### config.mk
export PLATFORM = sky130hd
export DESIGN_NAME = apb4_rtc_cfg_seq
export DESIGN_NICKNAME = d
export VERILOG_FILES = /design/src/rtl/apb4_rtc_cfg_seq.sv
export SDC_FILE = /design/constraint.sdc
export NUM_CORES = 1
export LEC_CHECK = 0
export ABC_AREA = 0
export CAP_MARGIN = 10
export CELL_PAD_IN_SITES_DETAIL_PLACEMENT = 1
export CELL_PAD_IN_SITES_GLOBAL_PLACEMENT = 2
export CORE_ASPECT_RATIO = 1.5
export CORE_MARGIN = 1
export CORE_UTILIZATION = 28
export CTS_BUF_LIST = sky130_fd_sc_hd__clkbuf_16
export DETAILED_ROUTE_END_ITERATION = 8
export PLACE_DENSITY_LB_ADDON = 0.1
export SLEW_MARGIN = 20
export SYNTH_ARGS = -nofsm -noshare
export SYNTH_HDL_FRONTEND = slang
export SYNTH_SLANG_ARGS = --single-unit
### constraint.sdc
create_clock -name clk_i -period 2.1 [get_ports clk_i]
set_input_delay 0.21 -clock clk_i [delete_from_list [all_inputs] [get_ports clk_i]]
set_output_delay 0.21 -clock clk_i [all_outputs]
set_load 0.05 [all_outputs]
### src/rtl/apb4_rtc_cfg_seq.sv
// apb4_rtc_cfg_seq
// APB4 master that brings up an RTC and services its interrupt.
// A start pulse programs CTRL (write-enable, counter off), PSCR, CNT, ALRM and
// finally CTRL (enable + irq enables). Before each clock-domain-crossing write
// it polls SSTA until the write-ready bit is set. When idle with the interrupt
// pending, it reads ISTA, which the RTC clears on read, and reports the flags.
// Only one APB transfer is outstanding at any time.
//
// Ports
//   clk_i, rst_n_i        APB clock, async active-low reset
//   start_i               begin config sequence (accepted only when idle)
//   cfg_pscr_i/cnt_i/alrm_i, cfg_ie_i   values programmed by the sequence
//   irq_i                 RTC interrupt level
//   busy_o, done_o, err_o sequence status (err_o sticky until next start)
//   ista_vld_o, ista_o    ISTA flags from the last interrupt service read
//   p*_o / p*_i           APB4 master interface

module apb4_rtc_cfg_seq #(
  parameter logic [31:0] BASE_ADDR = 32'h0,
  parameter int          POLL_MAX  = 1024
) (
  input  logic        clk_i,
  input  logic        rst_n_i,
  input  logic        start_i,
  input  logic [31:0] cfg_pscr_i,
  input  logic [31:0] cfg_cnt_i,
  input  logic [31:0] cfg_alrm_i,
  input  logic [2:0]  cfg_ie_i,
  input  logic        irq_i,
  output logic        busy_o,
  output logic        done_o,
  output logic        err_o,
  output logic        ista_vld_o,
  output logic [2:0]  ista_o,
  output logic [31:0] paddr_o,
  output logic        psel_o,
  output logic        penable_o,
  output logic        pwrite_o,
  output logic [31:0] pwdata_o,
  output logic [3:0]  pstrb_o,
  input  logic [31:0] prdata_i,
  input  logic        pready_i,
  input  logic        pslverr_i
);

  // state    | meaning
  // ---------+---------------------------------------------------------
  // IDLE     | waiting for start_i or irq_i
  // W_CTRL0  | write CTRL = 0x01 (write enable, counter stopped)
  // POLL_A   | read SSTA until write-ready, then program PSCR
  // W_PSCR   | write prescaler
  // POLL_B   | read SSTA until write-ready, then program CNT
  // W_CNT    | write initial count
  // POLL_C   | read SSTA until write-ready, then program ALRM
  // W_ALRM   | write alarm value
  // W_CTRL1  | write CTRL = {1, ie, 0} (counter running)
  // DONE     | one-cycle done_o pulse
  // R_ISTA   | interrupt service read of ISTA

  localparam int CNT_W = $clog2(POLL_MAX + 1);
  localparam logic [CNT_W-1:0] POLL_LAST = CNT_W'(POLL_MAX);

  localparam logic [31:0] A_CTRL = BASE_ADDR + 32'h00;
  localparam logic [31:0] A_PSCR = BASE_ADDR + 32'h04;
  localparam logic [31:0] A_CNT  = BASE_ADDR + 32'h08;
  localparam logic [31:0] A_ALRM = BASE_ADDR + 32'h0C;
  localparam logic [31:0] A_ISTA = BASE_ADDR + 32'h10;
  localparam logic [31:0] A_SSTA = BASE_ADDR + 32'h14;

  typedef enum logic [3:0] {
    ST_IDLE, ST_W_CTRL0, ST_POLL_A, ST_W_PSCR, ST_POLL_B, ST_W_CNT,
    ST_POLL_C, ST_W_ALRM, ST_W_CTRL1, ST_DONE, ST_R_ISTA
  } state_t;

  // Every transfer state starts in PH_GAP, so psel drops for at least one
  // cycle after each completion and a failed poll re-reads after one idle cycle.
  typedef enum logic [1:0] {PH_GAP, PH_SETUP, PH_ACCESS} phase_t;

  state_t           state_q, state_d;
  phase_t           phase_q, phase_d;
  logic [CNT_W-1:0] poll_q, poll_d;
  logic [31:0]      pscr_q, cnt_q, alrm_q;
  logic [2:0]       ie_q;
  logic             err_q, err_d;
  logic [2:0]       ista_q, ista_d;
  logic             ista_vld_q, ista_vld_d;
  logic             cfg_cap;

  logic             xfer_state;
  logic [31:0]      xfer_addr;
  logic [31:0]      xfer_data;
  logic             xfer_wr;
  logic             xfer_done;

  // Only bits [2:0] (ISTA) and [1] (SSTA) of read data carry meaning.
  logic unused_prdata;
  assign unused_prdata = ^{prdata_i[31:3]};

  always_comb begin
    xfer_state = 1'b1;
    xfer_addr  = 32'h0;
    xfer_data  = 32'h0;
    xfer_wr    = 1'b0;
    case (state_q)
      ST_W_CTRL0: begin xfer_addr = A_CTRL; xfer_data = 32'h1;    xfer_wr = 1'b1; end
      ST_W_PSCR:  begin xfer_addr = A_PSCR; xfer_data = pscr_q;   xfer_wr = 1'b1; end
      ST_W_CNT:   begin xfer_addr = A_CNT;  xfer_data = cnt_q;    xfer_wr = 1'b1; end
      ST_W_ALRM:  begin xfer_addr = A_ALRM; xfer_data = alrm_q;   xfer_wr = 1'b1; end
      ST_W_CTRL1: begin
        xfer_addr = A_CTRL;
        xfer_data = {27'h0, 1'b1, ie_q, 1'b0};
        xfer_wr   = 1'b1;
      end
      ST_POLL_A, ST_POLL_B, ST_POLL_C: xfer_addr = A_SSTA;
      ST_R_ISTA:  xfer_addr = A_ISTA;
      default:    xfer_state = 1'b0;
    endcase
  end

  assign psel_o    = xfer_state && (phase_q != PH_GAP);
  assign penable_o = xfer_state && (phase_q == PH_ACCESS);
  assign pwrite_o  = psel_o && xfer_wr;
  assign paddr_o   = psel_o ? xfer_addr : 32'h0;
  assign pwdata_o  = pwrite_o ? xfer_data : 32'h0;
  assign pstrb_o   = pwrite_o ? 4'hF : 4'h0;
  assign xfer_done = penable_o && pready_i;

  always_comb begin
    state_d    = state_q;
    phase_d    = phase_q;
    poll_d     = poll_q;
    err_d      = err_q;
    ista_d     = ista_q;
    ista_vld_d = 1'b0;
    cfg_cap    = 1'b0;

    case (state_q)
      ST_IDLE: begin
        phase_d = PH_GAP;
        if (start_i) begin
          cfg_cap = 1'b1;
          err_d   = 1'b0;
          state_d = ST_W_CTRL0;
        end else if (irq_i) begin
          state_d = ST_R_ISTA;
        end
      end
      ST_DONE: state_d = ST_IDLE;
      default: begin
        case (phase_q)
          PH_GAP:   phase_d = PH_SETUP;
          PH_SETUP: phase_d = PH_ACCESS;
          default:  phase_d = PH_ACCESS;
        endcase
        if (xfer_done) begin
          phase_d = PH_GAP;
          if (pslverr_i) begin
            err_d   = 1'b1;
            state_d = ST_IDLE;
          end else begin
            case (state_q)
              ST_W_CTRL0: begin state_d = ST_POLL_A; poll_d = '0; end
              ST_W_PSCR:  begin state_d = ST_POLL_B; poll_d = '0; end
              ST_W_CNT:   begin state_d = ST_POLL_C; poll_d = '0; end
              ST_W_ALRM:  state_d = ST_W_CTRL1;
              ST_W_CTRL1: state_d = ST_DONE;
              ST_R_ISTA: begin
                ista_d     = prdata_i[2:0];
                ista_vld_d = 1'b1;
                state_d    = ST_IDLE;
              end
              ST_POLL_A, ST_POLL_B, ST_POLL_C: begin
                if (prdata_i[1]) begin
                  case (state_q)
                    ST_POLL_A: state_d = ST_W_PSCR;
                    ST_POLL_B: state_d = ST_W_CNT;
                    default:   state_d = ST_W_ALRM;
                  endcase
                end else begin
                  if (poll_q != POLL_LAST) begin
                    poll_d = poll_q + CNT_W'(1);
                  end
                  // This read was the POLL_MAX-th without write-ready.
                  if (poll_q + CNT_W'(1) >= POLL_LAST) begin
                    err_d   = 1'b1;
                    state_d = ST_IDLE;
                  end
                end
              end
              default: state_d = ST_IDLE;
            endcase
          end
        end
      end
    endcase
  end

  always_ff @(posedge clk_i or negedge rst_n_i) begin
    if (!rst_n_i) begin
      state_q    <= ST_IDLE;
      phase_q    <= PH_GAP;
      poll_q     <= '0;
      err_q      <= 1'b0;
      ista_q     <= 3'b0;
      ista_vld_q <= 1'b0;
      pscr_q     <= 32'h0;
      cnt_q      <= 32'h0;
      alrm_q     <= 32'h0;
      ie_q       <= 3'b0;
    end else begin
      state_q    <= state_d;
      phase_q    <= phase_d;
      poll_q     <= poll_d;
      err_q      <= err_d;
      ista_q     <= ista_d;
      ista_vld_q <= ista_vld_d;
      if (cfg_cap) begin
        pscr_q <= cfg_pscr_i;
        cnt_q  <= cfg_cnt_i;
        alrm_q <= cfg_alrm_i;
        ie_q   <= cfg_ie_i;
      end
    end
  end

  assign busy_o     = (state_q != ST_IDLE);
  assign done_o     = (state_q == ST_DONE);
  assign err_o      = err_q;
  assign ista_vld_o = ista_vld_q;
  assign ista_o     = ista_q;

endmodule

Yosys cells after proc, flatten, opt, wreduce, memory -nomap -nowiden
Cells that the tools add are included.

storage, ports and cells
  register bits after elaboration = 121
  latch bits = 0
  memory bits (writable) = 0
  memory bits (read-only) = 0
  bits of input ports = 137
  output and inout bits = 78
  word-level logic and storage cells = 90
  memories = 0

operators by class
  add/subtract/negate cells = 1
  multipliers = 0
  divide/modulo/power cells = 0
  magnitude comparators = 1
  equality and inequality tests = 18
  shift-type cells = 0
  muxes and demuxes = 35
  bitwise logic cells = 3
  reduce and logical (&&, ||, !) cells = 22

operators with widths
  kind                   number
  $pmux 32 s5            1
  $mux 32                2
  $mux 4                 7
  $pmux 5 s5             1
  $pmux 4 s6             1
  $mux 11                2
  $pmux 11 s2            1
  $eq 4x3->1 const B     4
  $mux 1                 14
  $eq 4x4->1 const B     3
  $reduce_and 6->1       2
  $add 11x1->11 const B  1
  $ge 11x11->1 const B   1
  $ne 11x11->1 const B   1
  $reduce_bool 3->1      3
  $reduce_or 9->1        1
  $eq 4x2->1 const B     2
  $pmux 4 s2             1
  $ne 2x2->1 const B     3
  $ne 6x5->1 const B     1
  $pmux 3 s2             1
  $reduce_bool 2->1      3
  $reduce_or 3->1        2
  $reduce_or 5->1        1
  15 further kinds       21

Depth between registers and ports, before layout
Gate-level depths: netlist (run 1).

  word-level depth = 8
  depth in mapped cells = 9
  mapped depth without buffers = 7

Least setup slack after synthesis (run 1)
No wires, ideal clock.

  path type = register to output
  from = register state_q[2]
  to = output paddr_o[4]
  data arrival time = 3.295 ns
  required time = 1.890 ns
  setup slack = -1.405 ns
  cell stages (with the launch flop) = 4
  buffers on the path = 2
  path through = dfrtp_1 > buf_6 > clkbuf_1 > a2111oi_0

on the way
  word-level cells in the longest chain between the ends = 5
  elaborated cells on any way between the ends = 15
  those cells by class = eq/ne (9); mux (3); reduce/logical (3)

RTL lines
  item                                line  source
  from (decl)                         79    state_t state_q, state_d;
  from (signal assigned)              211   state_q <= state_d;
  $eq 4x2->1 (tied with other cells)  104   case (state_q)
  $reduce_or 9->1 (no source line)    -
  $mux 1                              104
  $logic_and 1x1->1                   120   assign psel_o = xfer_state && (phase_q != PH_GAP);
  $mux 32 *                           123   assign paddr_o = psel_o ? xfer_addr : 32'h0;
  to (decl)                           35    output logic [31:0] paddr_o,

Every way passes the cells marked *; elsewhere a longest branch is shown, timed or not.

Worst setup path after layout (run 1)
  from = register state_q[2]
  to = output pwdata_o[16]

on the way
  word-level cells in the longest chain between the ends = 6
  elaborated cells on any way between the ends = 17
  those cells by class = eq/ne (9); mux (4); reduce/logical (4)

RTL lines
  item                                line  source
  $eq 4x2->1 (tied with other cells)  104
  $reduce_or 9->1 (no source line)    -
  $mux 1                              104
  $logic_and 1x1->1                   120
  $logic_and 1x1->1                   122   assign pwrite_o = psel_o && xfer_wr;
  $mux 32 *                           124   assign pwdata_o = pwrite_o ? xfer_data : 32'h0;
  to (decl)                           39    output logic [31:0] pwdata_o,

Marks and branches as above.

==> impl_metrics.py, run 1 <==
metrics = {
    "run_status": {
        "status": "finished, violations left",
        "violations": "negative setup slack",
    },
    "critical_path": {
        "arrival_ns": 2.13,
        "critPathMaxFanout": 6,
        "cp.required_ns": 1.89,
        "path_class": "flip-flop to primary output",
        "slowest_stage": "dfrtp_1",
        "cp-start-kind": "flip-flop",
        "crit_chain": "buf_6 > or2b_4 > nor2_4 > buf_12 > buf_12 > a222oi_1 > nor2_4 > buf_12",
        "cpPeakStageDelay_ns": 0.41,
        "cp-end-kind": "primary output",
        "crit_path_frequent_cell": "buf_12",
    },
    "clock_tree": {
        "cts_max_level": 4,
        "clock_tree.buffer_depth": 2,
        "clk-insertion-delay-late_ns": 0.42,
        "cts_root_buffer": "clkbuf_16",
        "cts_tree": "done",
        "clkSlewWorstSetupHoldPaths_ns": 0.06,
        "cts_buffers": 17,
        "clock_sinks": 121,
    },
    "synth": {
        "synth-xor-area-share": 0.002890,
        "syn-cell-area_mm2": 0.006062,
        "yosysSeqAreaShare": 0.4995,
        "yosys.area_share.adder": 0.004128,
        "synth-simple-area-share": 0.1117,
        "synth-edff-count": 0,
        "synth_compound_area_frac": 0.1024,
        "synth_cell_types": 64,
        "ys.flop_type": "dfrtp_1",
        "syn_inst": 505,
        "ys_seq_elements": 121,
        "synth_common_cells": "dfrtp_1 (121), mux2_2 (104), nor2_1 (45), buf_4 (34), a222oi_1 (27)",
        "yosysWarnings": 0,
        "netlist.area_leader.share": 0.4995,
        "synth.area.mux_share": 0.2021,
        "yosysMostFrequentCell": "dfrtp_1",
        "synth_top_family_by_area": "multiplexers",
        "async_flop_share": 1.000,
        "synth_top_area_cell": "dfrtp_1",
        "syn_avg_cell_area_um2": 12.00,
        "synth_area_leaders": "dfrtp_1 (50%), mux2_2 (19%), a222oi_1 (4.5%), buf_4 (4.2%), nor2_1 (2.8%)",
    },
    "power": {
        "switching_share": 0.3690,
        "pwr_density_cell_mw_per_mm2": 1349,
        "seqPwrFrac": 0.314,
        "internal-power_mw": 8.109,
        "cellLeakagePower_nw": 3.839,
        "p_clk_frac": 0.225,
        "peakVddDrop_mv": 0.5298,
        "comb_power_share": 0.461,
        "fin_total_pwr_mw": 12.85,
        "netSwitchingPower_mw": 4.743,
    },
    "sta": {
        "maxSlewHeadroom": 0.5710,
        "period_share": 1.114,
        "layout_setup_ws_ns": -0.2404,
        "worst_pin_slew_ns": 0.6411,
        "finalSetupViolCount": 38,
        "period_needed_ns": 2.340,
        "fin_worst_skew_ns": 0.01023,
        "max_freq_mhz": 427.3,
        "hold_viol": 0,
        "rsz0062_at_grt": "true",
        "maxSlewViolCount": 0,
    },
    "placed_design": {
        "hpwl_um": 13380,
        "gp_congestion": 0.7895,
        "portBuffers": 156,
    },
    "cells_and_area": {
        "syn2layout_area_growth_pct": 57.21,
        "drive_above_1_share": 0.4388,
        "nets": 838,
        "post-route-util": 0.4507,
        "fillers": 2197,
    },
    "detailed_routing": {
        "firstDrtPassIters": 6,
        "vias": 4795,
        "ant_nets": 0,
        "drt-initial-drc-count": 176,
        "post-route-drc-count": 0,
        "vias_per_cell": 4.893,
        "drt_wl_total_um": 19440,
        "wl_per_cell_um": 19.83,
    },
    "hold_path": {
        "hp-class": "primary input to asynchronous set/reset pin",
    },
    "die": {
        "chipHeight_um": 182.2,
        "io_pins": 215,
        "dieArea_mm2": 0.02226,
        "die_w_um": 122.1,
        "core_area_mm2": 0.02115,
        "num_rows": 65,
        "initial_core_util": 0.2867,
    },
    "grt": {
        "grt_pass1_vias": 5255,
        "grt_pass1_wl_um": 29990,
        "grt_max_degree": 49,
        "grt_usage": 0.1804,
        "overflow": 0,
        "antenna_found_initial": 1,
    },
    "flow_run": {
        "drv_cap": 0,
    },
}
## cell usage in the layout (no fill, tap or decap), types with 5 or more instances in the layout
| cell type | netlist | final |
|---|---|---|
| clkdlybuf4s50_1 | 0 | 111 |
| clkbuf_16 | 0 | 21 |
| mux2_2 | 104 | 104 |
| nor2_2 | 1 | 31 |
| nand2_1 | 15 | 12 |
| buf_4 | 34 | 38 |
| nor2_4 | 2 | 6 |
| inv_1 | 5 | 5 |
| a222oi_1 | 27 | 27 |
| nor3_1 | 8 | 5 |
| o21ai_0 | 13 | 12 |
| buf_6 | 4 | 8 |
| buf_12 | 0 | 51 |
| nand3_1 | 8 | 7 |
| dfrtp_1 | 121 | 120 |
| nor2_1 | 45 | 11 |
| conb_1 | 1 | 29 |
## area by class of cell
class / count / area, um2 / area share
Sequential cell: 121 / 3029 / 0.3178
Clock inverter: 14 / 148.9 / 0.01562
Tap cell: 268 / 335.3 / 0.03518
Timing Repair Buffer: 214 / 2633 / 0.2762
Clock buffer: 17 / 425.4 / 0.04464
Multi-Input combinational cell: 337 / 2924 / 0.3068
Inverter: 8 / 32.53 / 0.003413
Antenna cell: 1 / 2.502 / 0.0002626
## metal layers
layer | up-vias | global-route usage | wire length, um
li1 | 2197 | - | -
met5 | - | 0 | 0
met2 | 118 | 0.3234 | 10510
met4 | 0 | 0.05902 | 320
met1 | 2463 | 0.1998 | 7539
met3 | 17 | 0.05438 | 1068
## critical path: cells and delay by family, from the launching register on
family / cells / cell delay, ns
AOI/OAI and AO/OA: 1 / 0.38
and+or+nand+nor: 3 / 0.35
buffers and inverters: 4 / 0.57
DFF: 1 / 0.41
## path summary, 6_finish.rpt
| path | startpoint | endpoint | slack, ns | cells after the start |
|---|---|---|---|---|
| hold / removal | rst_n_i | phase_q[1] | 0.32 | 2 |
| max in group asynchronous | rst_n_i | pscr_q[20] | 1.10 | 3 |
| min in group clk_i | cfg_alrm_i[13] | alrm_q[13] | 0.40 | 2 |
| setup reg to reg | state_q[2] | state_q[2] | 0.02 | 10 |
| setup / recovery | state_q[2] | pwdata_o[16] | -0.24 | 8 |
| hold reg to reg | alrm_q[1] | alrm_q[1] | 0.51 | 1 |
## stage by stage
step	cells	setup WS, ns	cell area (um2)	hold slack (ns)	setup TNS, ns
6_report	980	-0.2404	9530	0.3208	-6.728
5_1_grt	980	-0.3027	9530	0.3788	-9.635
4_1_cts	970	-0.2670	9303	0.3260	-7.817
3_5_place_dp	930	0.03261	8547	0.2377	0
3_3_place_gp	930	0.02650	8547	0.2335	0
2_1_floorplan	533	-0.1148	6238	-0.08559	-1.027
## cells by family (layout without fill, tap and decap cells)
| kind of cell | Yosys count | in the layout |
|---|---|---|
| AO/OA/AOI/OAI | 76 | 76 |
| XOR/XNOR | 2 | 2 |
| adder cells (fa/ha/maj) | 2 | 2 |
| buffers and inverters | 75 | 253 |
| flip-flops | 121 | 121 |
| multiplexers | 109 | 109 |
| other | 1 | 30 |
| AND/OR/NAND/NOR | 119 | 119 |
## power groups by stage
stage                     sequential [mW]  clock, mW  combinational [mW]
final                                4.04       2.89                5.92
after global routing                 4.19       3.06                6.33
after CTS                            4.03       2.97                5.78
after detailed placement             4.06          0                5.53
after global placement               3.97          0                5.39
after floorplan                      3.95          0                3.63
## flip-flops by register name, summed over array words and instances, names as in the netlist
signal      cells
ie_q            3
ista_o          3
alrm_q         32
err_o           1
phase_q         2
ista_vld_o      1
state_q         4
poll_q         11
pscr_q         32
cnt_q          32
## repair_timing
item / in CTS / in global routing
pin swaps: 22 / 13
hold buffers: 1 / 0
setup endpoints to repair: 38 / 51
gates resized for setup: 25 / 23
gates cloned: 1 / 3
hold endpoints to repair: 36 / 0
setup buffers: 7 / 7
(Power assumes the default switching activity.)
==> run 2, diff against run 1 <==
Settings changed: SKIP_LAST_GASP from default to 1.
==> impl_metrics.py, run 2 (synthesis results as in run 1) <==
metrics = {
    "sta": {
        "layout_setup_ws_ns": -0.2345,
        "fin_worst_skew_ns": 0.01000,
        "hold_viol": 0,
        "fin_hold_ws_ns": 0.3218,
        "maxSlewHeadroom": 0.5733,
        "tns_ns": -6.926,
        "finalSetupViolCount": 38,
        "worst_pin_slew_ns": 0.6377,
        "period_needed_ns": 2.335,
        "period_share": 1.112,
        "rsz0062_at_grt": "true",
        "maxSlewViolCount": 0,
        "max_freq_mhz": 428.4,
    },
    "cells_and_area": {
        "fillers": 2202,
        "syn2layout_area_growth_pct": 56.59,
        "nets": 836,
        "seq_area_mm2": 0.003030,
        "multi_input_area_mm2": 0.002949,
        "final_design_area_no_fill_mm2": 0.009493,
        "post-route-util": 0.4489,
        "reg_top3": "alrm_q: 32 flops, cnt_q: 32 flops, pscr_q: 32 flops",
        "final_cell_mix": "dfrtp_1 (119), clkdlybuf4s50_1 (111), mux2_2 (104)",
        "fin_cells": 978,
        "final_common_cell": "dfrtp_1",
        "drive_above_1_share": 0.4386,
    },
    "clock_tree": {
        "clock_sinks": 121,
        "clock_tree.buffer_depth": 2,
        "cts_root_buffer": "clkbuf_16",
        "cts_buffers": 17,
        "cts_tree": "done",
        "cts_max_level": 4,
        "clkSlewWorstSetupHoldPaths_ns": 0.06,
        "clk-insertion-delay-late_ns": 0.42,
    },
    "detailed_routing": {
        "vias_per_cell": 4.910,
        "post-route-drc-count": 0,
        "ant_nets": 0,
        "wl_per_cell_um": 19.81,
        "drt-initial-drc-count": 215,
        "firstDrtPassIters": 7,
        "drt_wl_total_um": 19380,
        "vias": 4802,
    },
    "critical_path": {
        "critPathMaxFanout": 9,
        "cp-end-kind": "primary output",
        "path_class": "flip-flop to primary output",
        "arrival_ns": 2.12,
        "rr_endpoint": "state_q[1]",
        "reg2reg_from": "state_q[2]",
        "cp-start-kind": "flip-flop",
        "r2r_slack_ns": 0.05,
        "cp.required_ns": 1.89,
        "worstRegToRegCells": 8,
    },
    "placed_design": {
        "gp_congestion": 0.7895,
        "hpwl_um": 13380,
        "dp.cells": 930,
        "placed_area_mm2": 0.008547,
        "portBuffers": 156,
        "pre_cts_ws_ns": 0.03261,
    },
    "flow_run": {
        "drv_cap": 0,
    },
    "grt": {
        "grt_pass1_wl_um": 29990,
        "grt_max_degree": 49,
        "overflow": 0,
        "grt_pass1_vias": 5263,
        "antenna_found_initial": 1,
        "grt_usage": 0.1803,
    },
    "die": {
        "initial_core_util": 0.2867,
        "dieArea_mm2": 0.02226,
        "io_pins": 215,
        "num_rows": 65,
        "die_w_um": 122.1,
        "core_area_mm2": 0.02115,
        "chipHeight_um": 182.2,
    },
    "run_status": {
        "violations": "negative setup slack",
        "status": "finished, violations left",
    },
    "power": {
        "pwr_density_cell_mw_per_mm2": 1356,
        "peakVddDrop_mv": 0.5301,
        "fin_total_pwr_mw": 12.87,
        "cellLeakagePower_nw": 3.822,
    },
    "hold_path": {
        "hp-class": "primary input to asynchronous set/reset pin",
    },
}
[run 2: cell count changes in the layout (fill, tap and decap cells not counted), moves of 2 or more]
cell / change
clkbuf_16: -2
nor2b_4: +2
buf_4: +2
nor2b_2: -2
[run 2: what timing repair did]
action / 4_1_cts / 5_1_grt
hold buffers: 1 / 0
endpoints found under the hold margin: 36 / 0
setup endpoints to repair: 38 / 56
gates cloned: 1 / 1
gates resized for setup: 15 / 35
setup buffers: 7 / 7
pin swaps: 21 / 11
[run 2: critical path, cell delays in order (launching register included)]
cell	delay [ns]
dfrtp_1	0.41
buf_6	0.13
or2b_4	0.23
nor2_4	0.05
buf_12	0.13
buf_12	0.14
a222oi_1	0.38
nor2_4	0.07
buf_12	0.16
[run 2: layer usage]
layer	vias to the layer above	wire [um]	GRT usage
met5	-	0	0
met4	0	388	0.05902
met3	21	1139	0.05438
met2	143	10440	0.3238
met1	2449	7407	0.1990
li1	2189	-	-
[run 2: report_power, final]
part	leakage [nW]	internal (mW)	switching (mW)	total, mW
clock network	0.272	1.74	1.15	2.89
logic	2.10	2.94	2.99	5.93
registers	1.45	3.43	0.621	4.05
total	3.82	8.11	4.76	12.9
[run 2: cell type report]
type	count	area share
Sequential cell	121	0.3192
Timing Repair Buffer	212	0.2709
Clock inverter	14	0.01568
Tap cell	268	0.03532
Multi-Input combinational cell	337	0.3107
Antenna cell	1	0.0002636
Inverter	8	0.003163
Clock buffer	17	0.04481
[run 2: worst max path at each step]
stage               depth (start not counted)  startpoint           end
global route                                7  state_q[0]  pwdata_o[16]
finish                                      8  state_q[2]  pwdata_o[16]
detailed placement                          7  state_q[2]   pwdata_o[3]
global placement                            7  state_q[2]   pwdata_o[3]
CTS                                         7  state_q[2]  pwdata_o[27]
floorplan                                   7  state_q[0]   pwdata_o[5]
==> run 3, diff against run 2 <==
Settings changed: HOLD_SLACK_MARGIN from default to 0.15.
==> results of run 3 <==
No change in the layout: final DEF, timing and power equal those of run 2.
